--- src/rtl/rssb_pkg.sv ---
// rssb_pkg: shared types and constants for the RSSB core and its loader.
//   loader_state_t : program loader FSM states
//   RSSB_WIDTH     : native data/address width of the core
package rssb_pkg;

  localparam int RSSB_WIDTH = 8;

  typedef enum logic [1:0] {
    IDLE  = 2'd0,
    LOAD  = 2'd1,
    DONE  = 2'd2,
    ERROR = 2'd3
  } loader_state_t;

endpackage

--- src/rtl/inc.sv ---
// inc: RSSB core incrementer (modular, a + 1).
// Ports:
//   a : operand
//   y : a + 1, wrapping at 2**WIDTH
module inc #(
  parameter int WIDTH = 8
) (
  input  logic [WIDTH-1:0] a,
  output logic [WIDTH-1:0] y
);

  assign y = a + WIDTH'(1);

endmodule

--- src/rtl/register.sv ---
// register: RSSB core general-purpose register with load enable.
// Ports:
//   clk, rst : clock, synchronous active-high reset (q <= RESET_VALUE)
//   write    : load d into q at the next clock edge
//   d / q    : data in / registered data out
module register #(
  parameter int               WIDTH       = 8,
  parameter logic [WIDTH-1:0] RESET_VALUE = '0
) (
  input  logic             clk,
  input  logic             rst,
  input  logic             write,
  input  logic [WIDTH-1:0] d,
  output logic [WIDTH-1:0] q
);

  always_ff @(posedge clk) begin
    if (rst) begin
      q <= RESET_VALUE;
    end else if (write) begin
      q <= d;
    end
  end

endmodule

--- src/rtl/rssb_loader.sv ---
// rssb_loader: program loader for the RSSB core. Accepts a word stream over a
// valid/ready handshake and writes it into mem_data at sequential addresses
// starting at BASE_ADDR, holding the core in reset until the load completes.
//
// Ports:
//   clk, rst     : clock, synchronous active-high reset
//   start        : pulse that begins a load session (ignored while loading)
//   in_valid     : source presents a word on in_data
//   in_data      : program/data word
//   in_last      : final beat of the session
//   in_ready     : loader accepts a beat this cycle (high only in LOAD)
//   mem_write    : single-cycle write strobe to mem_data, one cycle after accept
//   mem_address  : write address
//   mem_wdata    : write data
//   cpu_hold     : drives the core's reset (1 = core held)
//   done         : load completed successfully
//   error        : overflow or checksum failure
//   count        : words written this session (held in DONE/ERROR)
//
// Optional feature, macro RSSB_LOADER_CHECKSUM_EN: the in_last beat carries a
// WIDTH-bit modular sum of all written words; it is compared, not written.
module rssb_loader
  import rssb_pkg::*;
#(
  parameter int WIDTH     = RSSB_WIDTH,
  parameter int DEPTH     = 256,
  parameter int BASE_ADDR = 0
) (
  input  logic             clk,
  input  logic             rst,
  input  logic             start,
  input  logic             in_valid,
  input  logic [WIDTH-1:0] in_data,
  input  logic             in_last,
  output logic             in_ready,
  output logic             mem_write,
  output logic [WIDTH-1:0] mem_address,
  output logic [WIDTH-1:0] mem_wdata,
  output logic             cpu_hold,
  output logic             done,
  output logic             error,
  output logic [WIDTH:0]   count
);

  localparam logic [WIDTH-1:0] BASE  = WIDTH'(BASE_ADDR);
  // Number of words that fit between BASE_ADDR and the end of memory.
  localparam logic [WIDTH:0]   LIMIT = (WIDTH + 1)'(DEPTH - BASE_ADDR);

  loader_state_t    state;
  logic [WIDTH-1:0] ptr;
  logic [WIDTH-1:0] ptr_inc;
  logic [WIDTH-1:0] ptr_d;
  logic             ptr_we;
  logic             accept;
  logic             full;
  logic             is_chk;
  logic             write_beat;
  logic             overflow;
  logic             start_load;

  assign in_ready   = (state == LOAD);
  assign accept     = in_ready && in_valid;
  assign full       = (count == LIMIT);
  assign start_load = start && (state != LOAD);

`ifdef RSSB_LOADER_CHECKSUM_EN
  logic [WIDTH-1:0] sum;
  assign is_chk = in_last;
`else
  assign is_chk = 1'b0;
`endif

  assign write_beat = accept && !is_chk && !full;
  assign overflow   = accept && !is_chk && full;

  // Address pointer: reloaded on a new session, advanced per written word.
  // It stops on the last legal address instead of wrapping past the end.
  assign ptr_d  = start_load ? BASE : ptr_inc;
  assign ptr_we = start_load || (write_beat && ((count + 1'b1) != LIMIT));

  inc #(
    .WIDTH (WIDTH)
  ) u_ptr_inc (
    .a (ptr),
    .y (ptr_inc)
  );

  register #(
    .WIDTH       (WIDTH),
    .RESET_VALUE (BASE)
  ) u_ptr_reg (
    .clk   (clk),
    .rst   (rst),
    .write (ptr_we),
    .d     (ptr_d),
    .q     (ptr)
  );

  always_ff @(posedge clk) begin
    if (rst) begin
      state       <= IDLE;
      cpu_hold    <= 1'b1;
      mem_write   <= 1'b0;
      mem_address <= BASE;
      mem_wdata   <= '0;
      done        <= 1'b0;
      error       <= 1'b0;
      count       <= '0;
`ifdef RSSB_LOADER_CHECKSUM_EN
      sum         <= '0;
`endif
    end else begin
      mem_write <= write_beat;
      if (write_beat) begin
        mem_address <= ptr;
        mem_wdata   <= in_data;
        count       <= count + 1'b1;
`ifdef RSSB_LOADER_CHECKSUM_EN
        sum         <= sum + in_data;
`endif
      end

      case (state)
        IDLE, DONE, ERROR: begin
          if (start) begin
            state    <= LOAD;
            count    <= '0;
            done     <= 1'b0;
            error    <= 1'b0;
            cpu_hold <= 1'b1;
`ifdef RSSB_LOADER_CHECKSUM_EN
            sum      <= '0;
`endif
          end
        end
        LOAD: begin
          if (overflow) begin
            state <= ERROR;
            error <= 1'b1;
          end else if (accept && in_last) begin
`ifdef RSSB_LOADER_CHECKSUM_EN
            if (in_data == sum) begin
              state    <= DONE;
              done     <= 1'b1;
              cpu_hold <= 1'b0;
            end else begin
              state <= ERROR;
              error <= 1'b1;
            end
`else
            state    <= DONE;
            done     <= 1'b1;
            cpu_hold <= 1'b0;
`endif
          end
        end
        default: state <= IDLE;
      endcase
    end
  end

endmodule
--- config.mk ---
export PLATFORM = sky130hd
export DESIGN_NAME = rssb_loader
export DESIGN_NICKNAME = d
export VERILOG_FILES = /design/src/rtl/rssb_pkg.sv /design/src/rtl/inc.sv /design/src/rtl/register.sv /design/src/rtl/rssb_loader.sv
export SDC_FILE = /design/constraint.sdc
export NUM_CORES = 1
export LEC_CHECK = 0
export ABC_AREA = 1
export CORE_MARGIN = 5
export CORE_UTILIZATION = 46
export DETAILED_ROUTE_END_ITERATION = 8
export PLACE_DENSITY = 0.75
export SYNTH_ARGS = -nofsm -noshare
export SYNTH_HDL_FRONTEND = slang
export SYNTH_SLANG_ARGS = --single-unit
--- constraint.sdc ---
create_clock -name clk -period 1.8 [get_ports clk]
set_input_delay 0.36 -clock clk [delete_from_list [all_inputs] [get_ports clk]]
set_output_delay 0.36 -clock clk [all_outputs]
set_load 0.02 [all_outputs]
Word-level counts from Yosys, hierarchy flattened:

Cells that the tools add are included.

* $add $sub $neg: 2
* equality and inequality tests: 11
* muxes and demuxes: 18
* reductions and logical operators: 13

Operator list (count)
* $mux W9: 3
* $add A9 B1 Y9 const B: 1
* $eq A9 B9 Y1 const B: 1
* $ne A9 B9 Y1 const B: 1
* $add A8 B1 Y8 const B: 1
* $mux W8: 1
* $mux W1: 7
* $logic_and A1 B1 Y1: 6
* $mux W2: 3
* $ne A2 B1 Y1 const B: 3
* $pmux W1 S2: 3
* $eq A2 B2 Y1 const B: 2
* $ne A2 B2 Y1 const B: 2
* $pmux W2 S2: 1
* $reduce_and A2 Y1: 2
* $ne A3 B1 Y1 const B: 1
* $reduce_and A3 Y1: 1
* $reduce_or A3 Y1: 1
* $eq A2 B1 Y1 const B: 1
* $logic_not A2 Y1: 1
* $logic_not A1 Y1: 1
* $logic_or A1 B1 Y1: 1

* register bits: 39
* input bits: 13
* output and inout bits: 30
* logic and storage cells: 53

Logic depth before layout (Yosys ltp):

* depth after elaboration: 6
* depth in mapped cells: 12
* gate-level depth less buffers: 12

Hierarchy:

Synthesis repeated with hierarchy kept, for this count alone.

* cell total of the unflattened synthesis: 296
* area, all modules: 1983.2 um^2

By module, submodules not included
* rssb_loader: instances 1, cells each 217, area each 1506.4 um^2
* register: instances 1, cells each 51, area each 341.6 um^2
* inc: instances 1, cells each 28, area each 135.1 um^2

Worst setup path after synthesis:

Ideal clock, no wire load.

* path type: reg-to-reg
* from: register count[0]
* to: register u_ptr_reg.q[4]
* library setup time: 115 ps
* arrival time: 1600 ps
* data required time: 1685 ps
* path slack: 84 ps
* cell stages (with the launch flop): 11
* path through: dfxtp_1 > ha_1 > nand3_1 > o21ai_1 > nand2_1 > nor2_2 > nand3_4 > nand2_4 > nand3_1 > nand2_1 > nor2_1

* longest elaborated chain between the ends: 5
* elaborated cells on any way between the ends: 7
* classes of those cells: add/sub: 1; eq/ne: 2; reduce/logical: 4

RTL lines
* from (decl): line rssb_loader.sv:42 `output logic [WIDTH:0] count`
* from (signal assigned): line rssb_loader.sv:117 `count <= count + 1'b1;`
* parallel branches: the longest is 3 deep, another holds $add A9 B1 Y9
* $logic_and A1 B1 Y1 (*): line rssb_loader.sv:79 `assign ptr_we = start_load || (write_beat && ((count + 1'b1) != LIMIT));`
* $logic_or A1 B1 Y1 (*): line rssb_loader.sv:79
* to (signal assigned): line register.sv:19 `q <= RESET_VALUE;`
* to (signal assigned): line register.sv:21 `q <= d;`
* to (decl): line register.sv:14 `output logic [WIDTH-1:0] q`

Every way passes the cells marked *.
A chain may end at the register's enable or synchronous reset.

Worst setup path after layout:

* from: register count[1]
* to: output port count[1]

No word-level cell between the ends.

==> impl_results.md <==
* Total gr overflow at 0
* GP Congestion at 0.8320
* Max Cap Violations at 0
* Overall Global Routing Usage at 0.1832
* Worst Tran Pin Value at 0.3381 ns
* Cell Int Power at 1.419 mW
* Setup WS pre-CTS at 0.002680 ns
* Row cnt at 22
* Final setup vio count at 0
* Final Critical Period at between 1.5 and 2 ns
* Die height at 72.78 um
* Netlist Area Pre-Place at between 1500 and 2000 sq um
* Net Sw Power at ~0.61 mW
* Inst Count DP at 351
* Final nets at roughly 330
* Synthesized flop and latch total at 39
* Post-Syn Instances at 255
* Kind of critical path: reg2out
* Bufs on Longest Clock Path at 2
* Clk pwr share at 0.276
* Status: complete, no violations
* Slew HR at 0.7738
* Worst path arrival time at roughly 1.4 ns
* Final Non-Filler Cells at 361
* N_diodes at 0
* Clock transition at the registers of the reported paths at around 0.07 ns
* Max Fanout on Critical Path at 3
* Power share of the sequential group at 0.481
* Die X at slightly above 70 um
* Drt first pass iters at 4
* Hold crit path type: reg2reg
* CTS root buf: clkbuf_8
* Vias per std cell at 4.986
* Yosys cell types at 25
* Warnings from Yosys at 0
* Initial antenna violation count at 0
* Avg WL per Cell at 12.81 um
* DIE AREA at roughly 5300 sq um
* Share of cells above drive strength 1 at 0.1470
* Initial Utilization at 0.4843
* Crit. End Element: output port
* Largest net degree at the start of global routing at 22
* H-Tree Depth at 2
* PD cells at 795.4 nW/um^2
* P&R area growth vs syn at 40.51%
* Vias at 1,800
* Final Hold Fails at 0
* Gate power share at 0.242
* Ys flop type: dfxtp_1
* Hold slack at about 0.47 ns
* CTS Buf Count at 5
* First-pass GRT wire length at 7.631 mm
* Number of flops mapped to enable cells by yosys at 0
* Fin crit share at 0.9659
* Max-slew violations at 0
* DRC at 0
* PortBufs at 42
* TritonCTS clock tree: done
* Seq/Total Area, Yosys at 0.4306
* WL final at 4.625 mm
* Core ar. at 3744 sq um
* Startpoint types: register
* DRT iter0 DRCs at 75
* RSZ-0062 raised after global routing: true
* Post-Syn Area per Cell at 7.110 sq um
* Core Util, Final at 0.6805
* Clock skew at 0.002585 ns
* Post-DP HPWL at 3.271 mm
* CTS Hold Buffers Added at 0
* Net Sw Frac at 0.2997
* Worst IR Drop VDD at approximately 430 uV
* Routed Antenna Nets at 0
* Critical Path RT at about 1.4 ns
* I/O pin total at 43
* Peak Freq at 575.2 MHz
* Syn nets at 272
* CTS sink cnt at 39
* Worst Slack Setup Final at 0.06133 ns
* Synth async-reset ratio at 0
* Number of global-route vias before repair at 1,666
* Pleak at 1.029 nW
* Worst-skew pair later-pin latency at 0.29 ns
[area by class of cell]
| type | instances | area [sq um] |
|---|---|---|
| flip-flops and latches | 39 | 790.8 |
| fillers | 333 | 1196 |
| multi-input cells | 179 | 954.7 |
| repair buffers | 57 | 548.0 |
| inverters | 30 | 112.6 |
| well taps | 48 | 60.06 |
| clock buffers | 7 | 76.32 |
| clock inverters | 1 | 5.005 |
[per-stage QoR]
stage	cell area [sq um]	total power [mW]	setup TNS [ns]
global route	2547	2.135	-0.06192
CTS	2450	2.034	0
global placement	2369	1.469	0
detailed placement	2369	1.475	0
floorplan	1813	1.252	0
finish	2547	2.026	0
[cell usage after synthesis, drive strengths merged (4+ instances only)]
| cell | instances | area, sq um |
|---|---|---|
| a21oi | 21 | 105.1 |
| a211oi | 4 | 30.03 |
| nand3 | 16 | 92.59 |
| ha | 4 | 50.05 |
| inv | 29 | 108.9 |
| nand4 | 4 | 25.02 |
| nor2 | 46 | 185.2 |
| dfxtp | 39 | 780.8 |
| buf | 6 | 35.03 |
| nand2 | 49 | 198.9 |
| o21ai | 24 | 120.1 |
[path summary, 6_finish.rpt]
| kind | from | endpoint | cells past startpoint | slack [ns] |
|---|---|---|---|---|
| min reg2reg | cpu_hold | cpu_hold | 2 | 0.47 |
| min | cpu_hold | cpu_hold | 2 | 0.47 |
| max reg2reg | count[0] | u_ptr_reg.q[6] | 9 | 0.11 |
| max | count[1] | count[1] | 2 | 0.06 |
[routing by layer]
layer	up-vias	part of all wire	GRT usage
li1	936	-	-
met3	7	0.060	0.04408
met1	801	0.45	0.2424
met5	-	0	0
met2	56	0.47	0.2906
met4	0	0.015	0.06352
[repair_timing]
action,in CTS,in global routing
cloned,0,1
endpoints found under the setup margin,6,11
setup buffers,0,1
pin swaps,0,6
gates resized for setup,2,21
[worst max-delay path, cell delays in order (launching register included)]
cell and delay [ns]:
dfxtp_2 0.36, buf_4 0.14, clkdlybuf4s50_1 0.59
[cell usage in the layout, fill, tap and decap left out, types with 2 or more instances in the layout]
| master | count |
|---|---|
| nor3_1 | 2 |
| clkbuf_8 | 5 |
| nor2_2 | 4 |
| nand4_1 | 4 |
| nor2_4 | 3 |
| dfxtp_1 | 33 |
| nand3b_1 | 2 |
| nand2_2 | 3 |
| inv_1 | 27 |
| clkdlybuf4s50_1 | 41 |
| buf_4 | 13 |
| nand3_1 | 14 |
| clkbuf_1 | 2 |
| nand3_4 | 2 |
| inv_2 | 2 |
| a211oi_1 | 4 |
| nand2_1 | 44 |
| nand2_4 | 2 |
| o21ai_1 | 2 |
| xor2_1 | 3 |
| ha_1 | 3 |
| a21oi_1 | 21 |
| dfxtp_2 | 5 |
| o21ai_0 | 22 |
| nor2_1 | 39 |
[state kept, by name, summed over array words and instances, names as in the netlist]
signal / flops
done: 1
mem_address: 8
error: 1
state: 2
mem_wdata: 8
count: 9
u_ptr_reg.q: 8
cpu_hold: 1
mem_write: 1
[cell families (layout without fill, tap and decap cells)]
logic type	count (synthesis)	count (layout)	synth area share
compound gates	50	50	0.1442
xor+xnor	3	3	0.01450
fa+ha+maj	4	4	0.02761
buf+inv	38	95	0.08558
flops	39	39	0.4306
simple gates	121	122	0.2974
[power by group through the flow]
stage                     sequential [mW]  combinational (mW)  clock [mW]
after detailed placement            0.990               0.484           0
after CTS                           0.971               0.485       0.579
after floorplan                      1.05               0.204           0
after global routing                0.984               0.543       0.608
after global placement              0.989               0.480           0
final                               0.975               0.491       0.560
Note: power is estimated with default switching activity, not from simulation.
